===== config.mk =====
export PLATFORM = sky130hd
export DESIGN_NAME = snitch_icache_miss_handler_flat
export DESIGN_NICKNAME = d
export VERILOG_FILES = /design/src/rtl/snitch_icache_miss_handler_if.sv /design/src/rtl/snitch_icache_miss_handler.sv /design/src/flat_wrapper.sv
export SDC_FILE = /design/constraint.sdc
export NUM_CORES = 1
export LEC_CHECK = 0
export CAP_MARGIN = 20
export CORE_AREA = 2 2 247 249
export CTS_BUF_LIST = sky130_fd_sc_hd__clkbuf_2
export CTS_CLUSTER_DIAMETER = 120
export DETAILED_ROUTE_END_ITERATION = 8
export DIE_AREA = 0 0 249 251
export GPL_ROUTABILITY_DRIVEN = 1
export PLACE_DENSITY_LB_ADDON = 0.05
export SLEW_MARGIN = 20
export SYNTH_ARGS = -nofsm -noshare
export SYNTH_HDL_FRONTEND = slang
export SYNTH_SLANG_ARGS = --single-unit
export TNS_END_PERCENT = 100

===== constraint.sdc =====
create_clock -name clk_i -period 3.4 [get_ports clk_i]
set_clock_uncertainty 0.15 [all_clocks]
set_input_delay 0.34 -clock clk_i [delete_from_list [all_inputs] [get_ports clk_i]]
set_output_delay 0.34 -clock clk_i [all_outputs]
set_load 0.01 [all_outputs]

===== src/rtl/snitch_icache_miss_handler_if.sv =====
// Bundle of the lookup-result, response, refill and write-port channels
// around the instruction-cache miss handler.
interface snitch_icache_miss_handler_if #(
    parameter int unsigned FETCH_AW      = 32,
    parameter int unsigned LINE_WIDTH    = 128,
    parameter int unsigned LINE_ALIGN    = 4,
    parameter int unsigned COUNT_ALIGN   = 5,
    parameter int unsigned SET_ALIGN     = 1,
    parameter int unsigned ID_WIDTH      = 2,
    parameter int unsigned PENDING_COUNT = 2
);
    localparam int unsigned PIDX      = (PENDING_COUNT > 1) ? $clog2(PENDING_COUNT) : 1;
    localparam int unsigned TAG_WIDTH = FETCH_AW - LINE_ALIGN - COUNT_ALIGN;

    logic [FETCH_AW-1:0]    in_addr_i;
    logic [ID_WIDTH-1:0]    in_id_i;
    logic [SET_ALIGN-1:0]   in_set_i;
    logic                   in_hit_i;
    logic [LINE_WIDTH-1:0]  in_data_i;
    logic                   in_error_i;
    logic                   in_valid_i;
    logic                   in_ready_o;

    logic [LINE_WIDTH-1:0]  out_data_o;
    logic                   out_error_o;
    logic [ID_WIDTH-1:0]    out_id_o;
    logic                   out_valid_o;
    logic                   out_ready_i;

    logic [FETCH_AW-1:0]    refill_req_addr_o;
    logic [PIDX-1:0]        refill_req_id_o;
    logic                   refill_req_valid_o;
    logic                   refill_req_ready_i;

    logic [LINE_WIDTH-1:0]  refill_rsp_data_i;
    logic                   refill_rsp_error_i;
    logic [PIDX-1:0]        refill_rsp_id_i;
    logic                   refill_rsp_valid_i;
    logic                   refill_rsp_ready_o;

    logic [COUNT_ALIGN-1:0] write_addr_o;
    logic [SET_ALIGN-1:0]   write_set_o;
    logic [LINE_WIDTH-1:0]  write_data_o;
    logic [TAG_WIDTH-1:0]   write_tag_o;
    logic                   write_error_o;
    logic                   write_valid_o;
    logic                   write_ready_i;

    logic                   stall_full_o;

    modport slave (
        input  in_addr_i, in_id_i, in_set_i, in_hit_i, in_data_i, in_error_i, in_valid_i,
        output in_ready_o,
        output out_data_o, out_error_o, out_id_o, out_valid_o,
        input  out_ready_i,
        output refill_req_addr_o, refill_req_id_o, refill_req_valid_o,
        input  refill_req_ready_i,
        input  refill_rsp_data_i, refill_rsp_error_i, refill_rsp_id_i, refill_rsp_valid_i,
        output refill_rsp_ready_o,
        output write_addr_o, write_set_o, write_data_o, write_tag_o, write_error_o, write_valid_o,
        input  write_ready_i,
        output stall_full_o
    );

    modport master (
        output in_addr_i, in_id_i, in_set_i, in_hit_i, in_data_i, in_error_i, in_valid_i,
        input  in_ready_o,
        input  out_data_o, out_error_o, out_id_o, out_valid_o,
        output out_ready_i,
        input  refill_req_addr_o, refill_req_id_o, refill_req_valid_o,
        output refill_req_ready_i,
        output refill_rsp_data_i, refill_rsp_error_i, refill_rsp_id_i, refill_rsp_valid_i,
        input  refill_rsp_ready_o,
        input  write_addr_o, write_set_o, write_data_o, write_tag_o, write_error_o, write_valid_o,
        output write_ready_i,
        input  stall_full_o
    );
endinterface


===== src/rtl/snitch_icache_miss_handler.sv =====
// Answers cache hits directly, coalesces misses in a small pending table,
// issues refills and writes returned lines back while answering all waiters.
module snitch_icache_miss_handler #(
    parameter int unsigned FETCH_AW      = 32,
    parameter int unsigned LINE_WIDTH    = 128,
    parameter int unsigned LINE_ALIGN    = 4,
    parameter int unsigned COUNT_ALIGN   = 5,
    parameter int unsigned SET_ALIGN     = 1,
    parameter int unsigned ID_WIDTH      = 2,
    parameter int unsigned PENDING_COUNT = 2
) (
    input logic                         clk_i,
    input logic                         rst_i,
    snitch_icache_miss_handler_if.slave bus
);
    localparam int unsigned PIDX   = (PENDING_COUNT > 1) ? $clog2(PENDING_COUNT) : 1;
    localparam int unsigned PSLOTS = 1 << PIDX;
    localparam int unsigned LAW    = FETCH_AW - LINE_ALIGN;

    logic [PENDING_COUNT-1:0] valid_q, valid_d;
    logic [LAW-1:0]           addr_q   [PENDING_COUNT];
    logic [LAW-1:0]           addr_d   [PENDING_COUNT];
    logic [ID_WIDTH-1:0]      idmask_q [PENDING_COUNT];
    logic [ID_WIDTH-1:0]      idmask_d [PENDING_COUNT];
    logic [SET_ALIGN-1:0]     way_q    [PENDING_COUNT];
    logic [SET_ALIGN-1:0]     way_d    [PENDING_COUNT];
    logic [SET_ALIGN-1:0]     cnt_q, cnt_d;

    logic [LAW-1:0]    in_line;
    logic [PSLOTS-1:0] valid_ext;
    logic              rsp_entry_valid;
    logic              match_found, free_found;
    logic [PIDX-1:0]   match_idx, free_idx;
    logic              unused_bits;

    assign in_line         = bus.in_addr_i[FETCH_AW-1:LINE_ALIGN];
    assign valid_ext       = PSLOTS'(valid_q);
    assign rsp_entry_valid = valid_ext[bus.refill_rsp_id_i];
    assign unused_bits     = ^{bus.in_set_i, bus.in_addr_i[LINE_ALIGN-1:0]};

    // Descending scan so the lowest matching / free index wins.
    always_comb begin
        match_found = 1'b0;
        match_idx   = '0;
        free_found  = 1'b0;
        free_idx    = '0;
        for (int i = PENDING_COUNT - 1; i >= 0; i--) begin
            if (valid_q[i] && (addr_q[i] == in_line)) begin
                match_found = 1'b1;
                match_idx   = PIDX'(i);
            end
            if (!valid_q[i]) begin
                free_found = 1'b1;
                free_idx   = PIDX'(i);
            end
        end
    end

    always_comb begin
        valid_d  = valid_q;
        addr_d   = addr_q;
        idmask_d = idmask_q;
        way_d    = way_q;
        cnt_d    = cnt_q;

        bus.in_ready_o         = 1'b0;
        bus.out_data_o         = '0;
        bus.out_error_o        = 1'b0;
        bus.out_id_o           = '0;
        bus.out_valid_o        = 1'b0;
        bus.refill_req_addr_o  = '0;
        bus.refill_req_id_o    = '0;
        bus.refill_req_valid_o = 1'b0;
        bus.refill_rsp_ready_o = 1'b0;
        bus.write_addr_o       = '0;
        bus.write_set_o        = '0;
        bus.write_data_o       = '0;
        bus.write_tag_o        = '0;
        bus.write_error_o      = 1'b0;
        bus.write_valid_o      = 1'b0;
        bus.stall_full_o       = 1'b0;

        if (bus.refill_rsp_valid_i) begin
            // Write port and response port must complete together.
            if (rsp_entry_valid) begin
                bus.write_valid_o      = bus.out_ready_i;
                bus.out_valid_o        = bus.write_ready_i;
                bus.refill_rsp_ready_o = bus.write_ready_i & bus.out_ready_i;
                bus.write_addr_o       = addr_q[bus.refill_rsp_id_i][COUNT_ALIGN-1:0];
                bus.write_tag_o        = addr_q[bus.refill_rsp_id_i][LAW-1:COUNT_ALIGN];
                bus.write_set_o        = way_q[bus.refill_rsp_id_i];
                bus.write_data_o       = bus.refill_rsp_data_i;
                bus.write_error_o      = bus.refill_rsp_error_i;
                bus.out_data_o         = bus.refill_rsp_data_i;
                bus.out_error_o        = bus.refill_rsp_error_i;
                bus.out_id_o           = idmask_q[bus.refill_rsp_id_i];
                if (bus.write_ready_i && bus.out_ready_i) begin
                    valid_d[bus.refill_rsp_id_i]  = 1'b0;
                    idmask_d[bus.refill_rsp_id_i] = '0;
                end
            end else begin
                bus.refill_rsp_ready_o = 1'b1;
            end
        end else if (bus.in_valid_i) begin
            if (bus.in_hit_i) begin
                bus.out_valid_o = 1'b1;
                bus.out_data_o  = bus.in_data_i;
                bus.out_error_o = bus.in_error_i;
                bus.out_id_o    = bus.in_id_i;
                bus.in_ready_o  = bus.out_ready_i;
            end else if (match_found) begin
                bus.in_ready_o      = 1'b1;
                idmask_d[match_idx] = idmask_q[match_idx] | bus.in_id_i;
            end else if (free_found) begin
                bus.refill_req_valid_o = 1'b1;
                bus.refill_req_addr_o  = {in_line, {LINE_ALIGN{1'b0}}};
                bus.refill_req_id_o    = free_idx;
                bus.in_ready_o         = bus.refill_req_ready_i;
                if (bus.refill_req_ready_i) begin
                    valid_d[free_idx]  = 1'b1;
                    addr_d[free_idx]   = in_line;
                    idmask_d[free_idx] = bus.in_id_i;
                    way_d[free_idx]    = cnt_q;
                    cnt_d              = cnt_q + SET_ALIGN'(1);
                end
            end else begin
                bus.stall_full_o = 1'b1;
            end
        end
    end

    always_ff @(posedge clk_i) begin
        if (rst_i) begin
            valid_q <= '0;
            cnt_q   <= '0;
            for (int i = 0; i < PENDING_COUNT; i++) begin
                addr_q[i]   <= '0;
                idmask_q[i] <= '0;
                way_q[i]    <= '0;
            end
        end else begin
            valid_q  <= valid_d;
            addr_q   <= addr_d;
            idmask_q <= idmask_d;
            way_q    <= way_d;
            cnt_q    <= cnt_d;
        end
    end

    refill_rsp_entry_valid: assert property (
        @(posedge clk_i) disable iff (rst_i) bus.refill_rsp_valid_i |-> rsp_entry_valid
    ) else $error("refill response for an invalid pending entry");

endmodule


===== src/flat_wrapper.sv =====
// flat-port wrapper written by rule: the top's interface ports become plain ports
module snitch_icache_miss_handler_flat 
#(
    parameter int unsigned FETCH_AW      = 32,
    parameter int unsigned LINE_WIDTH    = 128,
    parameter int unsigned LINE_ALIGN    = 4,
    parameter int unsigned COUNT_ALIGN   = 5,
    parameter int unsigned SET_ALIGN     = 1,
    parameter int unsigned ID_WIDTH      = 2,
    parameter int unsigned PENDING_COUNT = 2
)
  (clk_i, rst_i, bus_in_addr_i, bus_in_id_i, bus_in_set_i, bus_in_hit_i, bus_in_data_i, bus_in_error_i, bus_in_valid_i, bus_in_ready_o, bus_out_data_o, bus_out_error_o, bus_out_id_o, bus_out_valid_o, bus_out_ready_i, bus_refill_req_addr_o, bus_refill_req_id_o, bus_refill_req_valid_o, bus_refill_req_ready_i, bus_refill_rsp_data_i, bus_refill_rsp_error_i, bus_refill_rsp_id_i, bus_refill_rsp_valid_i, bus_refill_rsp_ready_o, bus_write_addr_o, bus_write_set_o, bus_write_data_o, bus_write_tag_o, bus_write_error_o, bus_write_valid_o, bus_write_ready_i, bus_stall_full_o);
  snitch_icache_miss_handler_if #(.FETCH_AW(FETCH_AW), .LINE_WIDTH(LINE_WIDTH), .LINE_ALIGN(LINE_ALIGN), .COUNT_ALIGN(COUNT_ALIGN), .SET_ALIGN(SET_ALIGN), .ID_WIDTH(ID_WIDTH), .PENDING_COUNT(PENDING_COUNT)) bus_i ();
  input logic clk_i;
  input logic rst_i;
  input wire logic [$bits(bus_i.in_addr_i)-1:0] bus_in_addr_i;
  input wire logic [$bits(bus_i.in_id_i)-1:0] bus_in_id_i;
  input wire logic [$bits(bus_i.in_set_i)-1:0] bus_in_set_i;
  input wire logic [$bits(bus_i.in_hit_i)-1:0] bus_in_hit_i;
  input wire logic [$bits(bus_i.in_data_i)-1:0] bus_in_data_i;
  input wire logic [$bits(bus_i.in_error_i)-1:0] bus_in_error_i;
  input wire logic [$bits(bus_i.in_valid_i)-1:0] bus_in_valid_i;
  output wire logic [$bits(bus_i.in_ready_o)-1:0] bus_in_ready_o;
  output wire logic [$bits(bus_i.out_data_o)-1:0] bus_out_data_o;
  output wire logic [$bits(bus_i.out_error_o)-1:0] bus_out_error_o;
  output wire logic [$bits(bus_i.out_id_o)-1:0] bus_out_id_o;
  output wire logic [$bits(bus_i.out_valid_o)-1:0] bus_out_valid_o;
  input wire logic [$bits(bus_i.out_ready_i)-1:0] bus_out_ready_i;
  output wire logic [$bits(bus_i.refill_req_addr_o)-1:0] bus_refill_req_addr_o;
  output wire logic [$bits(bus_i.refill_req_id_o)-1:0] bus_refill_req_id_o;
  output wire logic [$bits(bus_i.refill_req_valid_o)-1:0] bus_refill_req_valid_o;
  input wire logic [$bits(bus_i.refill_req_ready_i)-1:0] bus_refill_req_ready_i;
  input wire logic [$bits(bus_i.refill_rsp_data_i)-1:0] bus_refill_rsp_data_i;
  input wire logic [$bits(bus_i.refill_rsp_error_i)-1:0] bus_refill_rsp_error_i;
  input wire logic [$bits(bus_i.refill_rsp_id_i)-1:0] bus_refill_rsp_id_i;
  input wire logic [$bits(bus_i.refill_rsp_valid_i)-1:0] bus_refill_rsp_valid_i;
  output wire logic [$bits(bus_i.refill_rsp_ready_o)-1:0] bus_refill_rsp_ready_o;
  output wire logic [$bits(bus_i.write_addr_o)-1:0] bus_write_addr_o;
  output wire logic [$bits(bus_i.write_set_o)-1:0] bus_write_set_o;
  output wire logic [$bits(bus_i.write_data_o)-1:0] bus_write_data_o;
  output wire logic [$bits(bus_i.write_tag_o)-1:0] bus_write_tag_o;
  output wire logic [$bits(bus_i.write_error_o)-1:0] bus_write_error_o;
  output wire logic [$bits(bus_i.write_valid_o)-1:0] bus_write_valid_o;
  input wire logic [$bits(bus_i.write_ready_i)-1:0] bus_write_ready_i;
  output wire logic [$bits(bus_i.stall_full_o)-1:0] bus_stall_full_o;
  assign bus_i.in_addr_i = bus_in_addr_i;
  assign bus_i.in_id_i = bus_in_id_i;
  assign bus_i.in_set_i = bus_in_set_i;
  assign bus_i.in_hit_i = bus_in_hit_i;
  assign bus_i.in_data_i = bus_in_data_i;
  assign bus_i.in_error_i = bus_in_error_i;
  assign bus_i.in_valid_i = bus_in_valid_i;
  assign bus_in_ready_o = bus_i.in_ready_o;
  assign bus_out_data_o = bus_i.out_data_o;
  assign bus_out_error_o = bus_i.out_error_o;
  assign bus_out_id_o = bus_i.out_id_o;
  assign bus_out_valid_o = bus_i.out_valid_o;
  assign bus_i.out_ready_i = bus_out_ready_i;
  assign bus_refill_req_addr_o = bus_i.refill_req_addr_o;
  assign bus_refill_req_id_o = bus_i.refill_req_id_o;
  assign bus_refill_req_valid_o = bus_i.refill_req_valid_o;
  assign bus_i.refill_req_ready_i = bus_refill_req_ready_i;
  assign bus_i.refill_rsp_data_i = bus_refill_rsp_data_i;
  assign bus_i.refill_rsp_error_i = bus_refill_rsp_error_i;
  assign bus_i.refill_rsp_id_i = bus_refill_rsp_id_i;
  assign bus_i.refill_rsp_valid_i = bus_refill_rsp_valid_i;
  assign bus_refill_rsp_ready_o = bus_i.refill_rsp_ready_o;
  assign bus_write_addr_o = bus_i.write_addr_o;
  assign bus_write_set_o = bus_i.write_set_o;
  assign bus_write_data_o = bus_i.write_data_o;
  assign bus_write_tag_o = bus_i.write_tag_o;
  assign bus_write_error_o = bus_i.write_error_o;
  assign bus_write_valid_o = bus_i.write_valid_o;
  assign bus_i.write_ready_i = bus_write_ready_i;
  assign bus_stall_full_o = bus_i.stall_full_o;
  snitch_icache_miss_handler #(.FETCH_AW(FETCH_AW), .LINE_WIDTH(LINE_WIDTH), .LINE_ALIGN(LINE_ALIGN), .COUNT_ALIGN(COUNT_ALIGN), .SET_ALIGN(SET_ALIGN), .ID_WIDTH(ID_WIDTH), .PENDING_COUNT(PENDING_COUNT)) u_core (.clk_i(clk_i), .rst_i(rst_i), .bus(bus_i));
endmodule

# After elaboration in Yosys (flattened, before gate mapping)
# Cells that the tools add are included.
op_classes:
  addsub: 1
  order_cmp: 10
  n_eq_ne: 6
  muxes: 107
  bitwise_logic: 13
  reduce_logical: 16
ops:
  columns: ["op", "count"]
  rows:
  - ["2-to-1 mux 128 bit", 5]
  - ["2-to-1 mux 32 bit", 5]
  - ["2-to-1 mux 28 bit", 4]
  - ["bitwise mux 56 bit", 1]
  - ["== test 28 bit", 2]
  - ["2-to-1 mux 1 bit", 49]
  - ["2-to-1 mux 23 bit", 2]
  - ["2-to-1 mux 2 bit", 21]
  - ["2-to-1 mux 4 bit", 8]
  - ["demux 28 bit (select 1 bit)", 1]
  - ["AND reduction 6 bit", 2]
  - ["2-to-1 mux 5 bit", 2]
  - ["bitwise mux 4 bit", 2]
  - ["logical AND 1 bit", 8]
  - ["AND reduction 7 bit", 1]
  - ["demux 2 bit (select 1 bit)", 3]
  - ["greater-or-equal comparator 2 bit (second input constant)", 3]
  - ["less-than comparator 2 x 1 -> 1 bit (second input constant)", 3]
  - ["inequality test 2 x 1 -> 1 bit (second input constant)", 3]
  - ["NOT 1 -> 2 bit", 3]
  - ["nonzero test 2 bit", 3]
  - ["nonzero test 3 bit", 2]
  - ["AND 4 bit", 1]
  - ["less-than comparator 1 x 2 -> 1 bit (second input constant)", 2]
  - ["other kinds (11)", 17]
totals:
  ff_bits: 65
  input_bits: 302
  out_inout_bits: 328
  elab_cells: 161

# Longest topological paths before layout
# Gate-level depths: netlist of run 1.
logic_depth:
  word_depth: 14
  mapped_depth: 10
  ltp_nobuf: 7

# Worst setup path before layout of run 1
# Ideal clock, no wire load.
synth_path:
  path_type: "input-to-output"
  startpoint: "input bus_in_addr_i[10]"
  endpoint: "output bus_refill_req_addr_o[12]"
  t_arrival_ps: 2125
  required_ps: 2910
  setup_slack_ps: 785
  cell_stages: 10
  path_buffers: 3
  path_cell_list: "xor2_1 nor4_1 nand3_1 or4_1 buf_6 nand3_4 a21oi_1 buf_2 clkbuf_2 and2_1"
synth_via:
  elab_chain_len: 8
  elab_cells_between_ends: 10
  cone_classes: "eq/ne (2); mux (6); reduce/logical (2)"
synth_lines:
  columns: ["element", "line_no", "rtl"]
  rows:
  - ["start: declaration", "flat_wrapper.sv:16", "input wire logic [$bits(bus_i.in_addr_i)-1:0] bus_in_addr_i;"]
  - ["== test 28 bit", "snitch_icache_miss_handler.sv:48", "if (valid_q[i] && (addr_q[i] == in_line)) begin"]
  - ["logical AND 1 bit", "snitch_icache_miss_handler.sv:48", null]
  - ["2-to-1 mux 1 bit", "snitch_icache_miss_handler.sv:48", null]
  - ["2-to-1 mux 1 bit (*)", "snitch_icache_miss_handler.sv:48", null]
  - ["2-to-1 mux 32 bit (*)", "snitch_icache_miss_handler.sv:111", "end else if (match_found) begin"]
  - ["2-to-1 mux 32 bit (*)", "snitch_icache_miss_handler.sv:105", "if (bus.in_hit_i) begin"]
  - ["2-to-1 mux 32 bit (*)", "snitch_icache_miss_handler.sv:104", "end else if (bus.in_valid_i) begin"]
  - ["2-to-1 mux 32 bit (*)", "snitch_icache_miss_handler.sv:83", "if (bus.refill_rsp_valid_i) begin"]
  - ["end: declaration", "flat_wrapper.sv:29", "output wire logic [$bits(bus_i.refill_req_addr_o)-1:0] bus_refill_req_addr_o;"]
# Every way passes the cells marked *; elsewhere a longest branch is shown, timed or not.

# Worst setup path in the final report of run 1
layout_path:
  startpoint: "register u_core.addr_q[29] in the netlist's numbering"
  endpoint: "output bus_refill_req_addr_o[19]"
layout_via:
  elab_chain_len: 7
layout_lines:
  columns: ["element", "line_no", "rtl"]
  rows:
  - ["start: declaration", "snitch_icache_miss_handler.sv:21", "logic [LAW-1:0] addr_q [PENDING_COUNT];"]
  - ["start signal: assignment", "snitch_icache_miss_handler.sv:143", "addr_q <= addr_d;"]
  - ["== test 28 bit", "snitch_icache_miss_handler.sv:48", null]
  - ["logical AND 1 bit", "snitch_icache_miss_handler.sv:48", null]
  - ["2-to-1 mux 1 bit", "snitch_icache_miss_handler.sv:48", null]
  - ["2-to-1 mux 32 bit", "snitch_icache_miss_handler.sv:111", null]
  - ["2-to-1 mux 32 bit", "snitch_icache_miss_handler.sv:105", null]
  - ["2-to-1 mux 32 bit", "snitch_icache_miss_handler.sv:104", null]
  - ["2-to-1 mux 32 bit", "snitch_icache_miss_handler.sv:83", null]
# No other way between the ends.

==> summary.txt, run 1 <==
Status = complete, but fails checks
Failing checks = negative setup slack
Post-Place Cells = 2196
Max transition margin = 0.518
DP Area = 13600 um^2
DP Wirelength = 55.0 mm
Vias in the first global route = 9306
Worst hold-check path type = in -> reg
Post-synthesis sequential area ratio = 0.212
Fraction of registers with async set or reset after synthesis = 0
Critical path arrival = 3080 ps
R2R Path End = u_core.addr_q[20]
Max cap viols = 0
TritonCTS clock tree = built
WL/cell = 29.0 um
WS Path Type = reg -> out
DRT Pass-1 Iters = 4
Worst slew pin tran = 724 ps
P&R area growth vs syn = 128%
DIE HEIGHT = 251 um
Clk_lat worst skew = 570 ps
RSZ-0062 raised after global routing = yes
Hold path depth = 2
Period utilization = 1.05
Post-Layout Inst Area = 14000 um^2
DR vias = 8706
Period minus WS final = 3570 ps
Hold Crit Start = rst_i
R2R depth = 11
CTS buffer count = 9
Mapped Area = 6150 um^2
H-tree levels = 3
Main synth FF type = dfxtp_1
R2R Setup Slk = 440 ps
Final GP Congestion = 0.839
Remaining DRCs = 0
FF+latch count, synth = 65
Max Root-Sink Buffers = 2
Starting DRT DRC Count = 291
Total Routed Length = 64.6 mm
EDFF count, synth = 0
Via density = 3.91
YS warnings = 0
Clk root buf = clkbuf_2
Worst Hold End = u_core.addr_q[13]
Num ports = 630
Fin. max-slew vios = 0
Largest fanout on the critical path = 8
Port-buffer cells = 620
Placeable Area = 59800 um^2
Cell Pwr Density = 162 nW/um^2
Clk sinks = 65
Post-route insts no fill = 2226
ANT nets after route = 0
Worst-path clk slew = 250 ps
Startpoint Class = register
Pre-CTS setup slack = -536 ps
GRT Residual Overflow = 0
Layout cell share with drive strength beyond 1 = 0.119
Crit end category = output pin
FP Rows = 90
RR Startpoint = u_core.addr_q[29]
First-pass GRT wire length = 84.0 mm
Starting Density = 0.103
Mapped Cells = 808
Req. time, crit path = 2910 ps
Die area = 62500 um^2
Post-route setup slack = -165 ps
Most common cell after layout, fill and taps aside = clkdlybuf4s50_1
Initial antenna violation count = 3
Commonest non-fill, non-tap cells in the layout = clkdlybuf4s50_1, a21o_1, and3_1
Max VDD drop = 0.0946 mV
Largest net degree at the start of global routing = 138
Final setup violation count = 29
Total track usage = 0.198
Leakage power = 6.48 nW
Fmax = 0.281 GHz
Tot Pwr = 2.26 mW
Final Hold Viols = 0
Die Wd = 249 um
Synth cell types = 44
Syn avg cell area = 7.61 um^2
Fin nets = 1738
## state kept, by name (all words and copies together), names as in the netlist
signal	flops
u_core.idmask_q	4
u_core.valid_ext	2
u_core.addr_q	56
u_core.cnt_q	1
u_core.way_q	2
## layer usage
layer | track usage | routed length [um] | vias up
li1 | - | - | 4108
met2 | 0.403 | 37000 | 324
met4 | 0.0829 | 2810 | 2
met1 | 0.183 | 20900 | 4223
met3 | 0.0534 | 3920 | 49
met5 | 0 | 13 | -
## worst max-delay path by stage
stage,startpoint,end,slack [ps],cells past startpoint
final,u_core.addr_q[29],bus_refill_req_addr_o[19],-170,11
after global routing,u_core.addr_q[29],bus_refill_req_addr_o[20],-370,11
after CTS,u_core.addr_q[51],bus_refill_req_addr_o[10],-330,11
after global placement,bus_in_addr_i[25],bus_refill_req_addr_o[9],-540,11
after floorplan,bus_in_addr_i[10],bus_refill_req_addr_o[12],780,10
after detailed placement,bus_in_addr_i[25],bus_refill_req_addr_o[9],-540,11
## timing repair
item                       CTS  global route
gates resized for setup    141            55
setup buffers                4             7
setup endpoints to repair  147            37
pin swaps                    2            16
hold buffers                 0             0
gates cloned                 1             0
## cells by family (layout without fill, tap and decap cells)
| logic type | after synthesis | after routing | share of synthesized area |
|---|---|---|---|
| buffers and inverters | 88 | 718 | 0.0690 |
| and+or+nand+nor | 329 | 329 | 0.311 |
| DFF | 65 | 65 | 0.212 |
| xor gates and xnor gates | 56 | 56 | 0.0798 |
| muxes | 61 | 61 | 0.0995 |
| other | 1 | 7 | 0.000610 |
| AOI/OAI and AO/OA | 208 | 208 | 0.228 |
## area by class of cell
class	count	area (um^2)
Clock inverter	6	58.8
Sequential cell	65	1310
Multi-Input combinational cell	658	4560
Tap cell	782	978
Fill cell	6638	45800
Timing Repair Buffer	699	7020
Antenna cell	3	7.51
Inverter	3	11.3
Clock buffer	10	50.0
## power breakdown
part           switching (mW)  leakage, nW  total [mW]  internal [mW]
registers             0.00988        0.528       0.782          0.772
logic                   0.394         5.88       0.973          0.579
clock network           0.336       0.0754       0.505          0.169
total                   0.740         6.48        2.26           1.52
## cell usage after synthesis, types with 4 or more instances
master	number	area share
a21o_1	129	0.16
and3_1	129	0.13
dfxtp_1	65	0.21
nand2b_1	62	0.063
clkbuf_1	61	0.037
mux2i_1	60	0.098
nor2_1	42	0.026
a21oi_1	35	0.028
o21ai_0	31	0.025
nand3_1	30	0.024
xor2_1	30	0.043
and2_1	28	0.028
xnor2_1	26	0.037
nand2_1	10	0.0061
nand4_1	9	0.0092
nor4_1	9	0.0092
buf_1	6	0.0037
buf_2	5	0.0041
buf_6	5	0.0092
buf_4	4	0.0049
## through the flow
step | TNS (ps) | util | hold WS, ps
floorplan | 0 | - | 293
global placement | -18700 | 0.228 | 307
detailed placement | -17160 | 0.228 | 316
CTS | -4360 | 0.230 | 143
global route | -9040 | 0.234 | 139
finish | -2740 | 0.234 | 198
## critical path, stage by stage, from the launching register on
cell and delay, ps:
dfxtp_2 390, xor2_2 180, nor4_4 340, buf_4 160
nand4_1 120, or4_4 580, nand3_4 120, a21oi_4 60
buf_6 150, buf_16 130, and2_4 150, buf_6 110
Note: power is estimated with default switching activity, not from simulation.
==> run 2: changes to the inputs <==
- ABC_AREA: not set -> 1
- CORE_AREA: 2 2 247 249 -> 2 2 242 244
- DIE_AREA: 0 0 249 251 -> 0 0 244 246
- DONT_BUFFER_PORTS: not set -> 1
==> run 2 against run 1 <==
Compared with the run above: the run now ends clean; area after synthesis rose by 15%; synthesized cell count is 66% higher; clock power rose by 8.1%; power is 20% lower; sequential share of layout area increased by 4.5 points; sequential cell count unchanged; combinational power decreased by 50%.
==> summary.txt, run 2 <==
Biggest regs = u_core.addr_q: 56 flops, u_core.idmask_q: 4 flops
DRT Pass-1 Iters = 4 (unchanged)
WS Path Type = reg -> out
Largest reg by FF count = u_core.addr_q
DIE HEIGHT = 246 um (-2.0%)
Synth area leader = nor2_1
Post-synth top area share = 0.208 (-0.00354)
Post-route insts no fill = 2232 (+0.27%)
FP Rows = 88 (-2.2%)
Most common cell after layout, fill and taps aside = nor2_1
Slowest-stage cell, CP = nor2_1
DP Wirelength = 55.5 mm (+1.0%)
Synth cell types = 29 (-34%)
Critical path arrival = 2680 ps (-400 ps)
DR vias = 9121 (+4.8%)
Synth top area cells = nor2_1, dfxtp_1, nand2_1, a31o_2, inv_1
Post-route setup slack = 232 ps (+397 ps)
Req. time, crit path = 2910 ps (about the same)
Starting Density = 0.123 (+0.0204)
Mapped Cells = 1342 (+66%)
Syn avg cell area = 5.27 um^2 (-31%)
Num ports = 630 (unchanged)
Crit end category = output pin
Post-Place Cells = 2175 (-0.96%)
Largest net degree at the start of global routing = 133 (-3.6%)
Fmax = 0.316 GHz (+13%)
Clk sinks = 65 (unchanged)
TritonCTS clock tree = built
EDFF count, synth = 0 (unchanged)
First-pass GRT wire length = 83.2 mm (-0.96%)
Fin nets = 1759 (+1.2%)
Vias in the first global route = 8972 (-3.6%)
Most common cell in the synthesized netlist = nor2_1
Min Hold Slack = 203 ps (+5.05 ps)
Final GP Congestion = 0.866 (+3.2%)
Leading cell types by count after synthesis = nor2_1, nand2_1, inv_1
Final Hold Viols = 0 (unchanged)
Cell Pwr Density = 194 nW/um^2 (+20%)
Starting DRT DRC Count = 481 (+65%)
Fin. max-slew vios = 0 (unchanged)
ANT nets after route = 0 (unchanged)
Commonest non-fill, non-tap cells in the layout = nor2_1, nand2_1, inv_1
Startpoint Class = register
CTS buffer count = 9 (unchanged)
Max transition margin = 0.430 (-0.0878)
Crit-path cells = inv_2 -> o21ai_1 -> nand2_4 -> buf_12 -> nor2_1 -> a31o_2
Max Root-Sink Buffers = 2 (unchanged)
WL/cell = 29.4 um (+1.3%)
Period utilization = 0.932 (-0.117)
CP delay by family, top = simple AND/OR/NAND/NOR gates
Buf/Inv on CP = 2 (-2)
Die Wd = 244 um (-2.0%)
Remaining DRCs = 0 (unchanged)
Final setup violation count = 0 (-100%)
Worst hold-check path type = in -> reg
Clk root buf = clkbuf_2
Pre-CTS setup slack = 673 ps (+1210 ps)
Main synth FF type = dfxtp_1
Port-buffer cells = 0 (-100%)
Total track usage = 0.207 (+0.00836)
P&R area growth vs syn = 32.9%
GRT Residual Overflow = 0 (unchanged)
Worst slew pin tran = 852 ps (+129 ps)
Via density = 4.09 (+4.5%)
Mapped Area = 7070 um^2 (+15%)
Worst-path clk slew = 200 ps (-50 ps)
Max reg flops = 56 (unchanged)
Fraction of registers with async set or reset after synthesis = 0 (unchanged)
FF+latch count, synth = 65 (unchanged)
Layout cell share with drive strength beyond 1 = 0.224 (+0.105)
Status = finished, final reports clean
Post-synthesis sequential area ratio = 0.184 (-0.0276)
Leakage power = 5.07 nW (-22%)
Initial antenna violation count = 5 (+2)
Placeable Area = 57400 um^2 (-4.1%)
Crit-path max cell delay = 510 ps (-70 ps)
Clk_lat worst skew = 610 ps (+40 ps)
Largest fanout on the critical path = 51 (+43)
Die area = 60000 um^2 (-4.0%)
H-tree levels = 3 (unchanged)
Period minus WS final = 3170 ps (-397 ps)
Max VDD drop = 0.164 mV (+73%)
Final core utilization = 0.164 (-0.0702)
Total Routed Length = 65.6 mm (+1.5%)
Max cap viols = 0 (unchanged)
YS warnings = 0 (unchanged)
## run 2: kinds of logic after synthesis
logic type             after synthesis  synth area share
AO/OA/AOI/OAI                      182             0.198
XOR/XNOR                             8           0.00991
buffers and inverters              323             0.184
flip-flops                          65             0.184
other                                1          0.000530
AND/OR/NAND/NOR                    763             0.423
## run 2: worst reg2reg max path, stage by stage (launching register included)
cell,delay [ps]
dfxtp_1,400
inv_1,60
nand2_1,80
nand2_1,50
nor2_1,220
nand2_1,80
nor2_1,220
nand2_1,110
o21ai_0,250
nand3_1,170
nand3_1,120
nand2_1,50
a21oi_1,110
dlygate4sd3_1,550
## run 2: metrics by stage
stage	TNS [ps]	cell area, um^2	power [mW]
final	0	9390	1.82
after global routing	-0.750	9390	1.92
after CTS	0	9310	1.85
after detailed placement	0	8850	1.24
after global placement	0	8850	1.24
after floorplan	0	7080	1.12
## run 2: path summary, 6_finish.rpt
path                          start                  end  slack (ps)  cells after the start
max             u_core.valid_ext[0]  bus_out_data_o[107]         230                      6
min          bus_refill_req_ready_i         u_core.cnt_q         200                      8
max reg2reg       u_core.addr_q[12]   u_core.idmask_q[3]         740                     13
min reg2reg            u_core.cnt_q         u_core.cnt_q         370                      2
## run 2: layout make-up
type / count / area (um^2)
well taps: 765 / 957
clock inverters: 4 / 43.8
inverters: 243 / 917
flip-flops and latches: 65 / 1310
multi-input cells: 957 / 4540
fillers: 6822 / 48000
repair buffers: 181 / 1560
clock buffers: 12 / 60.1
diodes: 5 / 12.5
## run 2: routing by layer
layer	share of wire	vias up	GRT usage
met5	0.00058	-	0
met4	0.023	6	0.0518
met3	0.13	38	0.118
met2	0.43	388	0.311
met1	0.42	4329	0.251
li1	-	4360	-
## run 2: repair_timing
action,4_1_cts,5_1_grt
setup endpoints to repair,6,45
buffers inserted,0,1
resized for setup,5,13
hold endpoints to repair,64,0
gates cloned,0,1
hold buffers,34,0
## run 2: power by group
group	total, mW	leakage [nW]	internal, mW	switching [mW]
logic	0.490	4.47	0.165	0.324
clock network	0.546	0.0734	0.174	0.372
registers	0.782	0.527	0.776	0.00691
total	1.82	5.07	1.12	0.703
